===== src/rtl/fifo_sequencer_if.sv =====
// Signal bundle for fifo_sequencer: FPC command FIFO, TPC response FIFO and the
// local register bus. The sequencer takes the master side.
interface fifo_sequencer_if #(
   parameter int ABITS = 16
);
   logic             fpc_valid;
   logic [63:0]      fpc_data;
   logic             fpc_read;
   logic             tpc_ready;
   logic             tpc_write;
   logic [63:0]      tpc_data;
   logic             rvalid;
   logic             wvalid;
   logic [ABITS-1:0] address;
   logic [63:0]      wdata;
   logic [63:0]      rdata;
   logic [15:0]      status;

   modport master (
      input  fpc_valid, fpc_data, tpc_ready, rdata, status,
      output fpc_read, tpc_write, tpc_data, rvalid, wvalid, address, wdata
   );

   modport slave (
      output fpc_valid, fpc_data, tpc_ready, rdata, status,
      input  fpc_read, tpc_write, tpc_data, rvalid, wvalid, address, wdata
   );
endinterface


===== src/rtl/fifo_sequencer.sv =====
// Command sequencer: pulls 64-bit commands from the FPC FIFO, drives single-cycle
// register-bus reads/writes and pushes read data / status words into the TPC FIFO.
module fifo_sequencer #(
   parameter int ABITS = 16,
   parameter int RLAT  = 2
) (
   input logic              clock,
   input logic              reset,
   fifo_sequencer_if.master bus
);
   typedef enum logic [2:0] {FETCH, WDATA, RWAIT, DELAY, RESP} state_t;

   localparam logic [3:0] OP_WRITE  = 4'd1;
   localparam logic [3:0] OP_READ   = 4'd2;
   localparam logic [3:0] OP_STATUS = 4'd3;
   localparam logic [3:0] OP_DELAY  = 4'd4;

   state_t           state_q, state_d;
   logic [31:0]      cnt_q, cnt_d;
   logic [ABITS-1:0] addr_q, addr_d;
   logic [63:0]      wdata_q, wdata_d;
   logic [63:0]      tpc_data_q, tpc_data_d;
   logic             rvalid_q, rvalid_d;
   logic             wvalid_q, wvalid_d;
   logic             tpc_write_q, tpc_write_d;
   logic             accept;

   logic [3:0]       op;
   logic [ABITS-1:0] cmd_addr;
   logic [31:0]      cmd_arg;
   logic             needs_room;

   assign op         = bus.fpc_data[63:60];
   assign cmd_addr   = bus.fpc_data[ABITS+31:32];
   assign cmd_arg    = bus.fpc_data[31:0];
   // Commands that will push a response may only start once TPC space is guaranteed.
   assign needs_room = (op == OP_READ) || (op == OP_STATUS);

   always_comb begin
      state_d     = state_q;
      cnt_d       = cnt_q;
      addr_d      = addr_q;
      wdata_d     = wdata_q;
      tpc_data_d  = tpc_data_q;
      rvalid_d    = 1'b0;
      wvalid_d    = 1'b0;
      tpc_write_d = 1'b0;
      accept      = 1'b0;

      unique case (state_q)
         FETCH: begin
            if (bus.fpc_valid && (!needs_room || bus.tpc_ready)) begin
               accept = 1'b1;
               case (op)
                  OP_WRITE: begin
                     addr_d  = cmd_addr;
                     state_d = WDATA;
                  end
                  OP_READ: begin
                     addr_d   = cmd_addr;
                     rvalid_d = 1'b1;
                     cnt_d    = 32'(RLAT);
                     state_d  = RWAIT;
                  end
                  OP_STATUS: begin
                     tpc_data_d  = {48'h0, bus.status};
                     tpc_write_d = 1'b1;
                     state_d     = RESP;
                  end
                  OP_DELAY: begin
                     cnt_d   = cmd_arg;
                     state_d = DELAY;
                  end
                  default: ;
               endcase
            end
         end
         WDATA: begin
            if (bus.fpc_valid) begin
               accept   = 1'b1;
               wdata_d  = bus.fpc_data;
               wvalid_d = 1'b1;
               state_d  = RESP;
            end
         end
         RWAIT: begin
            // Counter reaches zero in the cycle rdata is valid on the bus.
            if (cnt_q == 32'd0) begin
               tpc_data_d  = bus.rdata;
               tpc_write_d = 1'b1;
               state_d     = RESP;
            end else begin
               cnt_d = cnt_q - 32'd1;
            end
         end
         DELAY: begin
            if (cnt_q <= 32'd1) begin
               cnt_d   = 32'd0;
               state_d = FETCH;
            end else begin
               cnt_d = cnt_q - 32'd1;
            end
         end
         RESP: state_d = FETCH;
         default: state_d = FETCH;
      endcase
   end

   always_ff @(posedge clock or posedge reset) begin
      if (reset) begin
         state_q     <= FETCH;
         cnt_q       <= 32'd0;
         addr_q      <= '0;
         wdata_q     <= 64'h0;
         tpc_data_q  <= 64'h0;
         rvalid_q    <= 1'b0;
         wvalid_q    <= 1'b0;
         tpc_write_q <= 1'b0;
      end else begin
         state_q     <= state_d;
         cnt_q       <= cnt_d;
         addr_q      <= addr_d;
         wdata_q     <= wdata_d;
         tpc_data_q  <= tpc_data_d;
         rvalid_q    <= rvalid_d;
         wvalid_q    <= wvalid_d;
         tpc_write_q <= tpc_write_d;
      end
   end

   assign bus.fpc_read  = accept & ~reset;
   assign bus.tpc_write = tpc_write_q;
   assign bus.tpc_data  = tpc_data_q;
   assign bus.rvalid    = rvalid_q;
   assign bus.wvalid    = wvalid_q;
   assign bus.address   = addr_q;
   assign bus.wdata     = wdata_q;
endmodule


===== src/flat_wrapper.sv =====
// flat-port wrapper written by rule: the top's interface ports become plain ports
module fifo_sequencer_flat 
#(
   parameter int ABITS = 16,
   parameter int RLAT  = 2
)
  (clock, reset, bus_fpc_valid, bus_fpc_data, bus_tpc_ready, bus_rdata, bus_status, bus_fpc_read, bus_tpc_write, bus_tpc_data, bus_rvalid, bus_wvalid, bus_address, bus_wdata);
  fifo_sequencer_if #(.ABITS(ABITS)) bus_i ();
  input logic clock;
  input logic reset;
  input wire logic [$bits(bus_i.fpc_valid)-1:0] bus_fpc_valid;
  input wire logic [$bits(bus_i.fpc_data)-1:0] bus_fpc_data;
  input wire logic [$bits(bus_i.tpc_ready)-1:0] bus_tpc_ready;
  input wire logic [$bits(bus_i.rdata)-1:0] bus_rdata;
  input wire logic [$bits(bus_i.status)-1:0] bus_status;
  output wire logic [$bits(bus_i.fpc_read)-1:0] bus_fpc_read;
  output wire logic [$bits(bus_i.tpc_write)-1:0] bus_tpc_write;
  output wire logic [$bits(bus_i.tpc_data)-1:0] bus_tpc_data;
  output wire logic [$bits(bus_i.rvalid)-1:0] bus_rvalid;
  output wire logic [$bits(bus_i.wvalid)-1:0] bus_wvalid;
  output wire logic [$bits(bus_i.address)-1:0] bus_address;
  output wire logic [$bits(bus_i.wdata)-1:0] bus_wdata;
  assign bus_i.fpc_valid = bus_fpc_valid;
  assign bus_i.fpc_data = bus_fpc_data;
  assign bus_i.tpc_ready = bus_tpc_ready;
  assign bus_i.rdata = bus_rdata;
  assign bus_i.status = bus_status;
  assign bus_fpc_read = bus_i.fpc_read;
  assign bus_tpc_write = bus_i.tpc_write;
  assign bus_tpc_data = bus_i.tpc_data;
  assign bus_rvalid = bus_i.rvalid;
  assign bus_wvalid = bus_i.wvalid;
  assign bus_address = bus_i.address;
  assign bus_wdata = bus_i.wdata;
  fifo_sequencer #(.ABITS(ABITS), .RLAT(RLAT)) u_core (.clock(clock), .reset(reset), .bus(bus_i));
endmodule

===== config.mk =====
export PLATFORM = sky130hd
export DESIGN_NAME = fifo_sequencer_flat
export DESIGN_NICKNAME = d
export VERILOG_FILES = /design/src/rtl/fifo_sequencer_if.sv /design/src/rtl/fifo_sequencer.sv /design/src/flat_wrapper.sv
export SDC_FILE = /design/constraint.sdc
export NUM_CORES = 1
export LEC_CHECK = 0
export ABC_AREA = 1
export BUFFER_PORTS_ARGS = -buffer_cell sky130_fd_sc_hd__buf_4
export CAP_MARGIN = 20
export CORE_MARGIN = 4
export CORE_UTILIZATION = 55
export CTS_CLUSTER_SIZE = 12
export DETAILED_ROUTE_END_ITERATION = 10
export PLACE_DENSITY = 0.86
export SYNTH_ARGS = -nofsm -noshare
export SYNTH_HDL_FRONTEND = slang
export SYNTH_SLANG_ARGS = --single-unit

===== constraint.sdc =====
create_clock -name clock -period 12.4 [get_ports clock]
set_clock_uncertainty 0.15 [all_clocks]
set_input_delay 3.72 -clock clock [delete_from_list [all_inputs] [get_ports clock]]
set_output_delay 3.72 -clock clock [all_outputs]
set_load 0.005 [all_outputs]

---- Word-level counts from Yosys, hierarchy flattened ----
Index checks and enable logic that the tools add are counted.
cells by class
  add/sub/neg operators ................... 1
  order comparisons ....................... 1
  equal/unequal tests ..................... 15
  muxes and demuxes ....................... 26
  bitwise logic cells ..................... 2
  reduce and logical (&&, ||, !) cells .... 14
operators with widths
  kind                   count
  $mux 64                3
  $pmux 64 s2            1
  $mux 32                3
  $pmux 32 s3            1
  $pmux 32 s2            1
  $le 32x1->1 const B    1
  $logic_not 32->1       1
  $sub 32x1->32 const B  1
  $pmux 3 s4             2
  $mux 3                 4
  $mux 1                 9
  $eq 4x2->1 const B     2
  $ne 2x1->1 const B     4
  $reduce_and 4->1       2
  $eq 3x2->1 const B     2
  $ne 5x3->1 const B     1
  $reduce_and 5->1       1
  $eq 4x1->1 const B     1
  $eq 4x3->1 const B     1
  $ne 2x2->1 const B     2
  $pmux 1 s2             2
  $eq 3x1->1 const B     1
  $logic_not 3->1        1
  $ne 3x2->1 const B     1
  other kinds (10)       11
storage, ports and cells
  bits in registers ....................... 182
  output and inout bits ................... 148

---- Logic depth before layout (Yosys ltp) ----
  depth in word-level cells ............... 8
  depth in mapped cells ................... 12

---- Worst setup path after synthesis ----
No wires, ideal clock.
  kind .................................... input to output
  start ................................... in bus_fpc_valid
  end ..................................... out bus_fpc_read
  arrival time ............................ 4.671 ns
  data required time ...................... 8.530 ns
  slack ................................... 3.859 ns
  stages .................................. 6
  path buffers ............................ 2
  cells stage by stage .................... inv_1 > nor2_1 > inv_2 > clkbuf_1 > clkbuf_1 > a21oi_1
between the ends
  cells in the longest elaborated chain, start to end .. 4
RTL lines
  item                RTL line               text
  start: declaration  flat_wrapper.sv:11     input wire logic [$bits(bus_i.fpc_valid)-1:0] bus_fpc_valid;
  $logic_and 1x1->1   fifo_sequencer.sv:52   if (bus.fpc_valid && (!needs_room || bus.tpc_ready)) begin
  $mux 1              fifo_sequencer.sv:52
  $pmux 1 s2 *        fifo_sequencer.sv:50   unique case (state_q)
  $and 1x1->1 *       fifo_sequencer.sv:131  assign bus.fpc_read = accept & ~reset;
  end: declaration    flat_wrapper.sv:16     output wire logic [$bits(bus_i.fpc_read)-1:0] bus_fpc_read;
Mark *: on every way between the ends. The rest lies on a longest branch, timed or not.

---- Worst setup path in the final report ----
Same ends and word-level chain as after synthesis.

==> results.json <==
{
  "grt_max_degree": 116,
  "period_minus_slack_ns": 8.792,
  "tns_ns": 0,
  "synth-compound-area-share_pct": 7.428,
  "final.fill_count": 1137,
  "synth_top_family_by_area": "simple AND/OR/NAND/NOR gates",
  "status": "completed",
  "synthAdderAreaFrac_pct": 0.2879,
  "worstSetupPathType": "in2out",
  "clk_pin_slew_ns": 0.07,
  "seq_area_frac_synth_pct": 52.40,
  "tightest_slew_ns": 1.001,
  "core_um2": 15310,
  "avgSynthCellArea_um2": 7.761,
  "worstPathRequired_ns": 8.53,
  "num_antenna_cells": 0,
  "arrival_ns": 4.92,
  "ys_ff_latch": 182,
  "syn_nets": 1270,
  "fin_total_pwr_mw": 1.222,
  "start_kind": "input pin",
  "mostFrequentLayoutCells": "nand2_1 (314), buf_4 (300), dfrtp_1 (182), nor2_1 (152), inv_1 (107)",
  "drt.antenna.violating_nets": 0,
  "cp-end-kind": "primary output",
  "grt_pass1_wl_mm": 40.79,
  "hold_ws_ns": 0.3276,
  "die_h_um": 133.7,
  "hp-start": "u_core.bus.wdata[49]",
  "htree_levels": 4,
  "wl_mm": 26.21,
  "clk_latency_ns": 0.44,
  "cts_sinks": 182,
  "overflow": 0,
  "routabilityCongestion": 0.9405,
  "clock-root-buffer": "clkbuf_16",
  "final_nets": 1537,
  "clock_path_buffers": 2,
  "antenna_found_initial": 0,
  "min_period_over_period_pct": 70.90,
  "initialDrtViolationCount": 628,
  "start_util_pct": 56.76,
  "rsz0062_at_grt": "no",
  "synth.cell_area_um2": 8692,
  "route.vias.total": 8291,
  "setup_violations": 0,
  "ys_warn_count": 0,
  "fmax_mhz": 113.7,
  "syn_to_final_growth_pct": 32.98,
  "ctsResizeCount": 0,
  "dieArea_um2": 17880,
  "die_w_um": 133.7,
  "ios": 296,
  "slew_viol_final": 0,
  "cp_max_fo": 15,
  "yosys-mux-area-fraction_pct": 0,
  "regArea_um2": 4554,
  "relSlewSlack_pct": 33.27,
  "cts_tree": "done",
  "grt_pass1_vias": 7876,
  "netlist_instances": 1120,
  "ctsHoldBuffers": 0,
  "p_leak_nw": 6.457,
  "drv_cap": 0,
  "drive_gt1_share_pct": 25.07,
  "cts_made_buffers": 17,
  "cts_setup_buffers": 0,
  "ir_drop_mv": 0.09185,
  "reg2reg_from": "u_core.cnt_q[0]",
  "portBuffers": 295,
  "dpl.hpwl_mm": 18.64,
  "drcViolationCount": 0,
  "hold_viol_final": 0,
  "synth_xor_area_share_pct": 2.922,
  "rows": 45,
  "routedWlPerCell_um": 16.27,
  "hold_path.class": "reg2reg",
  "fin_util_pct": 75.47,
  "final_common_cell": "nand2_1",
  "grt_usage_pct": 28.75,
  "vias_per_cell": 5.146,
  "crit_start": "bus_fpc_valid",
  "ys_types": 28,
  "drtPass1Iterations": 7,
  "synth_simple_gate_area_share_pct": 27.90,
  "p_per_area_nw_per_um2": 105.7,
  "multi_input_area_um2": 3354
}
metal layers:
layer	vias up	routed length, µm	GRT usage [%]
met5	-	0	0
met4	0	881	11.54
met3	64	2104	7.100
met2	353	12760	48.09
met1	3871	10460	35.95
li1	4003	-	-
where the power goes:
| part | switching (mW) | total, mW | internal [mW] |
|---|---|---|---|
| sequential | 0.00663 | 0.612 | 0.605 |
| combinational | 0.0393 | 0.0887 | 0.0494 |
| clock | 0.253 | 0.522 | 0.269 |
| total | 0.299 | 1.22 | 0.923 |
sequential cells by signal (all words and copies together) (netlist names):
signal	count
u_core.bus.tpc_data	64
u_core.bus.wdata	64
u_core.cnt_q	32
u_core.bus.address	16
u_core.state_q	3
u_core.bus.rvalid	1
u_core.bus.tpc_write	1
u_core.bus.wvalid	1
cells in the mapped netlist:
library cell    n  share of area [%]
a21oi_1        34                2.0
a21oi_2         1               0.10
a31oi_1        17                1.2
and2_1          1              0.072
buf_1           2              0.086
buf_2          12               0.69
buf_4           4               0.35
buf_6           4               0.52
clkbuf_1       32                1.4
clkinv_1       29                1.3
dfrtp_1       182                 52
ha_1            2               0.29
inv_1         108                4.7
inv_2           3               0.13
nand2_1       314                 14
nand2_2         3               0.22
nand2_4         2               0.26
nand3_1       106                6.1
nand3_4         1               0.20
nand4_1         2               0.14
nor2_1        152                6.6
nor2_2          5               0.36
nor2_4          1               0.13
nor2_8          1               0.23
nor3_1          1              0.058
o21ai_0        62                3.6
o21ai_1        10               0.58
xor2_1         29                2.9
critical path, stage by stage:
cell and delay (ns):
buf_4 0.09, inv_1 0.03, nor2_1 0.70, inv_2 0.07, a21oi_1 0.18, buf_4 0.13
cell families after synthesis:
kind of cell / after synthesis
xor+xnor: 29
compound gates: 124
simple gates: 589
flops: 182
fa+ha+maj: 2
buf+inv: 194
stage by stage:
step / instance area, µm² / worst slack, ns / std cells
2_1_floorplan: 8692 / 3.586 / 1120
3_3_place_gp: 10960 / 3.690 / 1577
3_5_place_dp: 10960 / 3.637 / 1577
4_1_cts: 11520 / 3.625 / 1609
5_1_grt: 11560 / 3.495 / 1611
6_report: 11560 / 3.608 / 1611
path summary, 6_finish.rpt:
path	endpoint	slack, ns	cells after the start
setup / recovery	bus_fpc_read	3.61	6
hold / removal	u_core.bus.wdata[49]	0.33	2
setup reg to reg	u_core.cnt_q[16]	8.80	10
hold reg to reg	u_core.bus.wdata[49]	0.33	2
max in group asynchronous	u_core.bus.wdata[62]	7.17	3
min in group asynchronous	u_core.bus.wdata[51]	3.34	2
final cells by class:
class | count | area share, %
repair buffers | 302 | 19.85
clock buffers | 19 | 3.832
well taps | 211 | 2.284
inverters | 140 | 4.590
clock inverters | 13 | 1.018
multi-input cells | 744 | 29.02
flip-flops and latches | 182 | 39.40
Note: power is estimated with default switching activity, not from simulation.
